--- src/rtl/bch_pkg.sv ---
// Shared constants and types for the BCH(15,5) t=3 encoder.
package bch_pkg;
    localparam int N        = 15;
    localparam int K        = 5;
    localparam int PARITY_W = 10;

    // g(x) = x^10 + x^8 + x^5 + x^4 + x^2 + x + 1
    localparam logic [14:0] G = 15'h0537;

    typedef enum logic [1:0] {
        IDLE  = 2'd0,
        SHIFT = 2'd1,
        DONE  = 2'd2
    } bch_enc_state_t;

    typedef logic [N-1:0] codeword_t;
endpackage

--- src/rtl/bch_lfsr_div.sv ---
// 10-stage division LFSR: after the message bits are fed MSB-first,
// rem holds m(x)*x^10 mod g(x).
module bch_lfsr_div
    import bch_pkg::*;
(
    input  logic                clk,
    input  logic                rst,
    input  logic                clr,
    input  logic                en,
    input  logic                din,
    output logic [PARITY_W-1:0] rem
);

    logic [PARITY_W-1:0] r_rem;
    logic                w_fb;

    assign w_fb = din ^ r_rem[PARITY_W-1];

    // Remainder register: reset/clear to zero, otherwise one division step per enable
    always_ff @(posedge clk) begin
        if (rst) begin
            r_rem <= {PARITY_W{1'b0}};
        end else if (clr) begin
            r_rem <= {PARITY_W{1'b0}};
        end else if (en) begin
            r_rem <= {r_rem[PARITY_W-2:0], 1'b0} ^ (w_fb ? G[PARITY_W-1:0] : {PARITY_W{1'b0}});
        end else begin
            r_rem <= r_rem;
        end
    end

    assign rem = r_rem;

endmodule

--- src/rtl/bch_encoder.sv ---
// Systematic BCH(15,5) encoder: accepts a message, shifts it through the
// division LFSR for five cycles and presents {msg, parity} until taken.
module bch_encoder
    import bch_pkg::*;
(
    input  logic             clk,
    input  logic             rst,
    input  logic [K-1:0]     msg,
    input  logic             in_valid,
    output logic             in_ready,
    output logic [N-1:0]     codeword,
    output logic             out_valid,
    input  logic             out_ready
);

    bch_enc_state_t      r_state;
    bch_enc_state_t      w_next_state;
    logic [2:0]          r_cnt;
    logic [K-1:0]        r_msg_q;
    logic                r_in_ready;
    logic                r_out_valid;
    logic                w_accept;
    logic                w_clr;
    logic                w_en;
    logic                w_din;
    logic                w_in_ready_nxt;
    logic                w_out_valid_nxt;
    logic [PARITY_W-1:0] w_rem;

    // r_in_ready is only ever set while the FSM sits in IDLE
    assign w_accept = in_valid & r_in_ready;

    // State register
    always_ff @(posedge clk) begin
        if (rst) begin
            r_state <= IDLE;
        end else begin
            r_state <= w_next_state;
        end
    end

    // Next-state logic
    always_comb begin
        w_next_state = r_state;
        case (r_state)
            IDLE: begin
                if (w_accept) begin
                    w_next_state = SHIFT;
                end else begin
                    w_next_state = IDLE;
                end
            end
            SHIFT: begin
                if (r_cnt == 3'd0) begin
                    w_next_state = DONE;
                end else begin
                    w_next_state = SHIFT;
                end
            end
            DONE: begin
                if (out_ready) begin
                    w_next_state = IDLE;
                end else begin
                    w_next_state = DONE;
                end
            end
            default: begin
                w_next_state = IDLE;
            end
        endcase
    end

    // Output/control decode; handshake flags are computed one cycle ahead and registered
    always_comb begin
        w_clr           = w_accept;
        w_en            = (r_state == SHIFT);
        w_din           = r_msg_q[r_cnt];
        w_in_ready_nxt  = (w_next_state == IDLE);
        w_out_valid_nxt = (w_next_state == DONE);
    end

    // Message latch, bit counter and registered handshake outputs
    always_ff @(posedge clk) begin
        if (rst) begin
            r_msg_q     <= {K{1'b0}};
            r_cnt       <= 3'd0;
            r_in_ready  <= 1'b0;
            r_out_valid <= 1'b0;
        end else begin
            r_in_ready  <= w_in_ready_nxt;
            r_out_valid <= w_out_valid_nxt;
            if (w_accept) begin
                r_msg_q <= msg;
                r_cnt   <= 3'd4;
            end else if ((r_state == SHIFT) && (r_cnt != 3'd0)) begin
                r_msg_q <= r_msg_q;
                r_cnt   <= r_cnt - 3'd1;
            end else begin
                r_msg_q <= r_msg_q;
                r_cnt   <= r_cnt;
            end
        end
    end

    bch_lfsr_div u_lfsr (
        .clk (clk),
        .rst (rst),
        .clr (w_clr),
        .en  (w_en),
        .din (w_din),
        .rem (w_rem)
    );

    assign in_ready  = r_in_ready;
    assign out_valid = r_out_valid;
    assign codeword  = {r_msg_q, w_rem};

endmodule

--- config.mk ---
export PLATFORM = sky130hd
export DESIGN_NAME = bch_encoder
export DESIGN_NICKNAME = d
export VERILOG_FILES = /design/src/rtl/bch_pkg.sv /design/src/rtl/bch_lfsr_div.sv /design/src/rtl/bch_encoder.sv
export SDC_FILE = /design/constraint.sdc
export NUM_CORES = 1
export LEC_CHECK = 0
export ABC_CLOCK_PERIOD_IN_PS = 1740
export BUFFER_PORTS_ARGS = -buffer_cell sky130_fd_sc_hd__clkbuf_2
export CORE_AREA = 2 2 51 53
export CTS_CLUSTER_DIAMETER = 50
export DETAILED_ROUTE_END_ITERATION = 8
export DIE_AREA = 0 0 53 55
export PLACE_DENSITY = 0.67
export SYNTH_ARGS = -nofsm -noshare
export SYNTH_HDL_FRONTEND = slang
export SYNTH_SLANG_ARGS = --single-unit
export TNS_END_PERCENT = 1
--- constraint.sdc ---
create_clock -name clk -period 1.74 [get_ports clk]
set_clock_uncertainty 0.15 [all_clocks]
set_input_delay 0 -clock clk [delete_from_list [all_inputs] [get_ports clk]]
set_output_delay 0 -clock clk [all_outputs]
set_load 0.02 [all_outputs]
==> results.json <==
{
  "grt_overflow": 0,
  "critPathRequiredTime_ns": 1.82,
  "grt_pass1_wl_um": 4140,
  "synth_nets": 131,
  "cp.buffers_inverters": 0,
  "synth_area_sq_um": 1000,
  "p_per_area_nw_per_um2": 783,
  "design_area_sq_um": 1390,
  "cts_made_buffers": 3,
  "timing.final.ws_setup_ns": -0.124,
  "synthTopCellsByArea": "dfxtp_1, nand2_1, a21oi_1",
  "clock_latency_ns": 0.31,
  "setup.worst_path.start": "r_cnt[1]",
  "worst_pin_slew_ns": 0.468,
  "reg2reg_setup_slack_ns": -0.12,
  "synthCells": 120,
  "core.rowCount": 18,
  "yosysTopAreaCell": "dfxtp_1",
  "n_fill_cell": 221,
  "io_buffers": 25,
  "yosys_warnings": 0,
  "ys.flop_type": "dfxtp_1",
  "nNetsFinal": 174,
  "ir_worst_vdd_mv": 0.552,
  "placed_area_sq_um": 1180,
  "worst_path_max_delay_cell": "or4_1",
  "p_leak_nw": 0.580,
  "cts_tree": "yes",
  "violations": "setup timing",
  "period_share": 1.07,
  "critical_path_class": "reg2reg",
  "grt_use_total": 0.197,
  "place_congestion": 0.817,
  "drc": 0,
  "dp_hpwl_um": 1610,
  "post_cts_buffers": 0,
  "die_w_um": 53,
  "async_reset_ff_frac": 0,
  "maxSlewHeadroom": 0.682,
  "synth-edff-count": 0,
  "wl_per_cell_um": 12.5,
  "fin_crit_ns": 1.86,
  "grt_max_degree": 16,
  "area_growth_pct": 38.1,
  "dr.pass1.iters": 4,
  "grt_pass1_vias": 945,
  "synth_top_area_frac": 0.438,
  "hold_violations": 0,
  "slew_violations": 0,
  "synth_area_per_cell_sq_um": 8.37,
  "io_pins": 26,
  "end_kind": "flip-flop",
  "hold_path.startpoint": "u_lfsr.rem[6]",
  "initial_core_util": 0.425,
  "routed_wl_um": 2410,
  "ant_nets": 0,
  "ys_types": 26,
  "clk_path_buf_depth": 2,
  "slowest_delay_ns": 0.48,
  "grt_antenna_before_repair": 0,
  "cp-start-kind": "flip-flop",
  "maxCapViolCount": 0,
  "busiest_layer": "met2",
  "grt_util_met2": 0.346,
  "status": "finished, violations left",
  "layout-drive-gt1-share": 0.278,
  "crit_arrival_ns": 1.95,
  "cp_top_family": "multiplexers",
  "cts-htree-levels": 1,
  "grt_setup_unrepaired": "yes",
  "gr-usage-met1": 0.239,
  "synth_common_cells": "dfxtp_1, nand2_1, a21oi_1",
  "setup_viol": 6,
  "yosysSeqAreaShare": 0.438,
  "core_area_sq_um": 2360,
  "max_freq_mhz": 536,
  "critPathMaxFanout": 5,
  "use_met3": 0.0323,
  "clockRootBuffer": "clkbuf_4",
  "cts_num_sinks": 22,
  "crit_chain": "mux2i_4 -> mux2_4 -> or4_1 -> a31oi_1",
  "path_clk_slew_ns": 0.12,
  "place_ws_ns": -0.140,
  "reg2reg_from": "r_cnt[1]",
  "drt_iter0_drc": 18,
  "synth-seq-cells": 22,
  "die_h_um": 55,
  "diodes": 0,
  "hold_class": "reg2reg",
  "viasPerCell": 5.36,
  "vias": 1030,
  "finalPower_w": 0.00109,
  "die_area_sq_um": 2920
}
## flip-flops by register name, summed over array words and instances (netlist names)
register	cells
in_ready	1
r_cnt	3
u_lfsr.rem	10
r_state	2
out_valid	1
r_msg_q	5
## worst paths after layout
kind	endpoint	cells after the start
setup / recovery	u_lfsr.rem[1]	4
hold reg to reg	u_lfsr.rem[7]	2
setup reg to reg	u_lfsr.rem[1]	4
hold / removal	u_lfsr.rem[7]	2
## routing by layer
| layer | wire (um) | vias up |
|---|---|---|
| met3 | 75 | 4 |
| met2 | 1240 | 22 |
| met4 | 28 | 0 |
| met1 | 1060 | 492 |
| li1 | - | 512 |
| met5 | 0 | - |
## per-stage QoR
step	cells	util	setup TNS, ns	hold WS [ns]
finish	192	0.587	-0.525	0.331
global route	192	0.587	-1.02	0.365
CTS	192	0.583	-0.584	0.332
detailed placement	174	0.500	-0.661	0.0829
global placement	174	0.500	-0.232	0.0728
floorplan	120	-	-0.458	-0.0140
## cell families (layout without fill, tap and decap cells)
logic type / Yosys count / count (layout) / synth area share
AO/OA/AOI/OAI: 30 / 30 / 0.179
XOR/XNOR: 1 / 1 / 0.00872
adder cells (fa/ha/maj): 2 / 2 / 0.0249
buffers and inverters: 10 / 51 / 0.0461
flip-flops: 22 / 22 / 0.438
multiplexers: 6 / 7 / 0.0648
AND/OR/NAND/NOR: 49 / 49 / 0.238
## worst reg2reg max path, cell delays in order, from the launching register on
cell and delay, ns:
dfxtp_4 0.40, mux2i_4 0.27, mux2_4 0.34, or4_1 0.48, a31oi_1 0.16
## cell usage in the layout (no fill, tap or decap), types with 3 or more instances in the layout
| cell | n |
|---|---|
| a21oi_1 | 11 |
| a31oi_1 | 5 |
| buf_4 | 7 |
| clkbuf_2 | 25 |
| clkbuf_4 | 3 |
| dfxtp_1 | 20 |
| dlygate4sd3_1 | 13 |
| mux2i_1 | 3 |
| nand2_1 | 22 |
| nand2b_1 | 3 |
| nor2_1 | 9 |
| o21ai_0 | 5 |
| o31ai_1 | 5 |
| or4_1 | 6 |
## layout make-up
cell class	count	area, sq um	share of cell area
multi-input cells	89	553	0.399
flip-flops and latches	22	445	0.321
repair buffers	45	308	0.222
well taps	30	37.5	0.0271
clock buffers	4	36.3	0.0261
inverters	2	7.51	0.00541
## repair_timing
item | in CTS | in global routing
endpoints found under the setup margin | 6 | 11
resized for setup | 4 | 4
hold endpoints to repair | 10 | 0
gates cloned | 1 | 0
hold buffers | 13 | 0
pin swaps | 5 | 0
## power breakdown
part	switching (W)	total, W	internal [W]
clock network	0.000153	0.000280	0.000128
registers	0.0000295	0.000562	0.000533
logic	0.000133	0.000244	0.000111
Power figures use the tool's default switching activity.
